==> config.mk <==
export PLATFORM = sky130hd
export DESIGN_NAME = multicycle_control
export DESIGN_NICKNAME = d
export VERILOG_FILES = /design/src/rtl/multicycle_control.sv
export SDC_FILE = /design/constraint.sdc
export NUM_CORES = 1
export LEC_CHECK = 0
export CORE_AREA = 2 2 42 44
export DETAILED_ROUTE_END_ITERATION = 8
export DIE_AREA = 0 0 44 46
export PLACE_DENSITY = 0.81
export SYNTH_ARGS = -nofsm -noshare
export SYNTH_HDL_FRONTEND = slang
export SYNTH_SLANG_ARGS = --single-unit
==> constraint.sdc <==
create_clock -name clk -period 1.9 [get_ports clk]
set_input_delay 0.38 -clock clk [delete_from_list [all_inputs] [get_ports clk]]
set_output_delay 0.38 -clock clk [all_outputs]
set_load 0.01 [all_outputs]
==> src/rtl/multicycle_control.sv <==
// Multicycle RISC-V control unit: registered state, combinational datapath controls.
// Only pc_write (branch) and alu_inst (ALU execute states) look at the live inputs.
module multicycle_control (
  input  logic       clk,
  input  logic       rst_n,
  input  logic [6:0] opcode,
  input  logic [2:0] funct3,
  input  logic       funct7_5,
  input  logic       zero,
  output logic [3:0] alu_inst,
  output logic [1:0] alu_src_a,
  output logic [1:0] alu_src_b,
  output logic [1:0] result_src,
  output logic       adr_src,
  output logic       pc_write,
  output logic       ir_write,
  output logic       reg_write,
  output logic       mem_write,
  output logic       illegal_op,
  output logic [3:0] state
);

  typedef enum logic [3:0] {
    StReset    = 4'd0,
    StFetch    = 4'd1,
    StDecode   = 4'd2,
    StMemAdr   = 4'd3,
    StMemRead  = 4'd4,
    StMemWb    = 4'd5,
    StMemWrite = 4'd6,
    StExecR    = 4'd7,
    StAluWb    = 4'd8,
    StExecI    = 4'd9,
    StJal      = 4'd10,
    StBeq      = 4'd11
  } state_e;

  localparam logic [3:0] AluAdd = 4'b0010;
  localparam logic [3:0] AluSub = 4'b0110;
  localparam logic [3:0] AluAnd = 4'b0000;
  localparam logic [3:0] AluOr  = 4'b0001;

  localparam logic [6:0] OpLoad   = 7'b0000011;
  localparam logic [6:0] OpStore  = 7'b0100011;
  localparam logic [6:0] OpRType  = 7'b0110011;
  localparam logic [6:0] OpIType  = 7'b0010011;
  localparam logic [6:0] OpBranch = 7'b1100011;
  localparam logic [6:0] OpJal    = 7'b1101111;

  state_e     state_q, state_d;
  logic [3:0] alu_dec;

  always_ff @(posedge clk or negedge rst_n) begin
    if (!rst_n) begin
      state_q <= StReset;
    end else begin
      state_q <= state_d;
    end
  end

  assign state = state_q;

  // Subtract only for R-type with bit 30 set; addi ignores funct7_5.
  always_comb begin
    alu_dec = AluAdd;
    case (funct3)
      3'b000:  alu_dec = (state_q == StExecR && funct7_5) ? AluSub : AluAdd;
      3'b111:  alu_dec = AluAnd;
      3'b110:  alu_dec = AluOr;
      default: alu_dec = AluAdd;
    endcase
  end

  always_comb begin
    state_d    = StFetch;
    alu_inst   = AluAdd;
    alu_src_a  = 2'b00;
    alu_src_b  = 2'b00;
    result_src = 2'b00;
    adr_src    = 1'b0;
    pc_write   = 1'b0;
    ir_write   = 1'b0;
    reg_write  = 1'b0;
    mem_write  = 1'b0;
    illegal_op = 1'b0;
    case (state_q)
      StReset: state_d = StFetch;
      StFetch: begin
        ir_write   = 1'b1;
        alu_src_b  = 2'b10;
        result_src = 2'b10;
        pc_write   = 1'b1;
        state_d    = StDecode;
      end
      StDecode: begin
        alu_src_a = 2'b01;
        alu_src_b = 2'b01;
        case (opcode)
          OpLoad, OpStore: state_d = StMemAdr;
          OpRType:         state_d = StExecR;
          OpIType:         state_d = StExecI;
          OpBranch:        state_d = StBeq;
          OpJal:           state_d = StJal;
          default: begin
            state_d    = StFetch;
            illegal_op = 1'b1;
          end
        endcase
      end
      StMemAdr: begin
        alu_src_a = 2'b10;
        alu_src_b = 2'b01;
        state_d   = (opcode == OpLoad) ? StMemRead : StMemWrite;
      end
      StMemRead: begin
        adr_src = 1'b1;
        state_d = StMemWb;
      end
      StMemWb: begin
        result_src = 2'b01;
        reg_write  = 1'b1;
        state_d    = StFetch;
      end
      StMemWrite: begin
        adr_src   = 1'b1;
        mem_write = 1'b1;
        state_d   = StFetch;
      end
      StExecR: begin
        alu_src_a = 2'b10;
        alu_inst  = alu_dec;
        state_d   = StAluWb;
      end
      StExecI: begin
        alu_src_a = 2'b10;
        alu_src_b = 2'b01;
        alu_inst  = alu_dec;
        state_d   = StAluWb;
      end
      StAluWb: begin
        reg_write = 1'b1;
        state_d   = StFetch;
      end
      StJal: begin
        alu_src_a = 2'b01;
        alu_src_b = 2'b10;
        pc_write  = 1'b1;
        state_d   = StAluWb;
      end
      StBeq: begin
        alu_src_a = 2'b10;
        alu_inst  = AluSub;
        pc_write  = zero;
        state_d   = StFetch;
      end
      default: state_d = StFetch;
    endcase
  end

endmodule
==> results.py <==
metrics = {
    "status": {
        "status": "finished, final reports clean",
    },
    "synthesis": {
        "synthDistinctLibCells": 38,
        "synth_compound_area_share_pct": 25.4,
        "syn_nets": 83,
        "synth_top_family_by_area": "simple AND/OR/NAND/NOR gates",
        "synthMuxAreaShare_pct": 0,
        "yosysSeqAreaShare_pct": 19.8,
        "yosys.area_share.simple_pct": 44.0,
        "yosys_warnings": 0,
        "syn_inst": 69,
        "synthXorXnorAreaFrac_pct": 1.73,
        "synthAdderAreaFrac_pct": 0,
        "synthFlopType": "dfrtp_1",
        "async_reset_ff_share_pct": 100,
        "netlist_area_sq_um": 507,
        "synth-edff-count": 0,
        "syn_avg_cell_area_sq_um": 7.34,
        "ys_ff_latch": 4,
    },
    "floorplanning": {
        "std_cell_rows": 15,
        "die_w_um": 44,
        "start_util_pct": 31.4,
        "die_area_sq_um": 2020,
        "ioPinCount": 34,
        "fp.dieH_um": 46,
        "coreArea_sq_um": 1610,
    },
    "sta": {
        "fmax_mhz": 531,
        "hold_violations": 0,
        "setup_viol": 0,
        "skew_ns": 0.00973,
        "rsz0062_at_grt": "true",
        "fin_crit_ns": 1.88,
        "slew_viol_final": 0,
        "tns_ns": 0,
        "fin_crit_sh_pct": 99.1,
    },
    "layout": {
        "area_growth_pct": 113,
        "fillers": 152,
        "largest_reg_flops": 4,
        "antenna_cells": 0,
        "layout.nets": 143,
        "layoutNonFillerInstCount": 144,
        "final_core_utilization_pct": 66.9,
        "design_area_sq_um": 1080,
        "layout-drive-gt1-share_pct": 48.0,
    },
    "route": {
        "drtIter0Drc": 18,
        "routed-wl-met2_um": 1170,
        "drt_drc_violations_left": 0,
        "wl_met1_um": 739,
        "vias": 770,
        "via_per_inst": 5.35,
        "firstDrtPassIters": 4,
        "finalWirelength_um": 2030,
        "avgRoutedWirePerCell_um": 14.1,
        "top_layer": "met3",
        "ant_nets": 0,
        "met3_length_um": 120,
    },
    "setup_path": {
        "path_class": "register to primary output",
        "crit_slowest_cell": "or4b_4",
        "arrival_ns": 1.50,
        "end_kind": "primary output",
        "cp_cell_sequence": "or4b_4, and3b_1, buf_2",
        "cp.required_ns": 1.52,
        "start_kind": "register",
        "worstPathMaxFanout": 2,
        "reg2reg_slack_ns": 0.12,
        "cpPeakStageDelay_ns": 0.54,
    },
    "clock_tree": {
        "clk_latency_ns": 0.24,
        "tritoncts": "built",
        "cts_sinks": 4,
        "cts_buffer_depth": 2,
        "cts_root_buf": "clkbuf_4",
        "clkSlewWorstSetupHoldPaths_ns": 0.04,
        "cts_buffers": 3,
        "h-tree-depth": 1,
    },
    "global_routing": {
        "grt_pass1_wl_um": 3000,
        "grt_pass1_vias": 723,
        "globalRouteTotalUtil_pct": 19.6,
        "gr-total-overflow": 0,
        "antenna_found_initial": 0,
        "grt_max_degree": 18,
    },
    "placed_design": {
        "place_congestion": 0.865,
        "placedCellCount": 133,
        "port_buffers": 32,
        "dp_hpwl_um": 1380,
        "dpl_cell_area_sq_um": 975,
    },
    "power": {
        "leakage_nw": 0.548,
        "power_density_nw_per_um2": 1420,
        "vdd.ir_drop.worst_mv": 0.769,
    },
    "worst_hold_path": {
        "min_path_type": "input port to async pin",
    },
    "flow_run": {
        "maxCapViolations": 0,
    },
}
==> through the flow <==
stage | setup WS, ns | total power [W] | hold slack, ns
floorplan | 0.158 | 0.000694 | 0.0844
global placement | -0.779 | 0.00129 | 0.584
detailed placement | -0.788 | 0.00131 | 0.598
CTS | -0.0325 | 0.00142 | 0.351
global route | -0.00855 | 0.00164 | 0.367
finish | 0.0162 | 0.00153 | 0.348
==> critical path, delay by kind of cell, from the launching register on <==
family        cells  cell delay (ns)
simple gates      2             0.77
flops             1             0.37
buf+inv           1             0.13
==> routing by layer <==
metal,global-route usage [%],vias up
met2,37.6,38
met1,22.9,366
li1,-,366
met5,0,-
met3,2.78,0
met4,3.64,0
==> logic make-up (layout without fill, tap and decap cells) <==
family / after synthesis / in the layout
buffers and inverters: 9 / 67
AO/OA/AOI/OAI: 18 / 18
XOR/XNOR: 1 / 1
other: 1 / 1
AND/OR/NAND/NOR: 36 / 36
flip-flops: 4 / 4
==> cell usage in the layout, fill, tap and decap left out, drive strengths merged <==
cell type       n
nand3           2
and4b           1
or4             1
o21ai           3
dfrtp           4
or4b            2
nor2b           2
or2b            1
xnor2           1
nand3b          1
a21oi           4
nor3b           1
and3b           2
o22ai           1
buf            34
dlygate4sd2     5
clkbuf          9
o2111ai         1
o22a            1
clkdlybuf4s50   7
o31ai           1
nand2           5
inv             3
conb            1
dlymetal6s2s    3
a22oi           1
nand2b          5
or3             1
and3            1
nand4bb         1
a31oi           1
nor3            2
o2bb2a          1
a21o            1
o41a            1
clkdlybuf4s15   6
a41o            1
or2             1
o221ai          1
nor2            7
==> power by group <==
group	internal, W	switching (W)
Sequential	0.000126	0.0000280
Combinational	0.000682	0.000590
Clock	0.0000707	0.0000365
==> cell type report <==
class                           instances  area (sq um)  share of cell area, %
Tap cell                               17          21.3                   1.97
Sequential cell                         4           100                   9.27
Multi-Input combinational cell         56           428                   39.6
Clock buffer                            3          22.5                   2.09
Inverter                                3          11.3                   1.04
Timing Repair Buffer                   61           497                   46.0
==> Yosys cell counts, types with 2 or more instances <==
library cell	number	share of area (%)
nor2b_1	2	2.5
nand2b_1	5	6.2
nand2_1	5	3.7
buf_4	2	3.0
o21ai_0	3	3.0
a21oi_1	4	4.0
nor2_1	7	5.2
nand3_1	2	2.0
dfrtp_1	4	20
clkbuf_1	3	2.2
and3b_1	2	3.5
nor3_1	2	2.0
inv_1	3	2.2
==> path summary, 6_finish.rpt <==
| check | from | end | cells past startpoint |
|---|---|---|---|
| max in group asynchronous | rst_n | state[2] | 1 |
| max | state[2] | illegal_op | 3 |
| min in group clk | opcode[3] | state[0] | 4 |
| min | rst_n | state[3] | 1 |
| min reg2reg | state[2] | state[1] | 3 |
| max reg2reg | state[1] | state[2] | 5 |
==> timing repair <==
item | CTS | global route
hold buffers | 0 | 0
pin swaps | 7 | 9
buffers inserted | 4 | 4
resized for setup | 52 | 26
setup endpoints to repair | 16 | 10
Power figures use the tool's default switching activity.
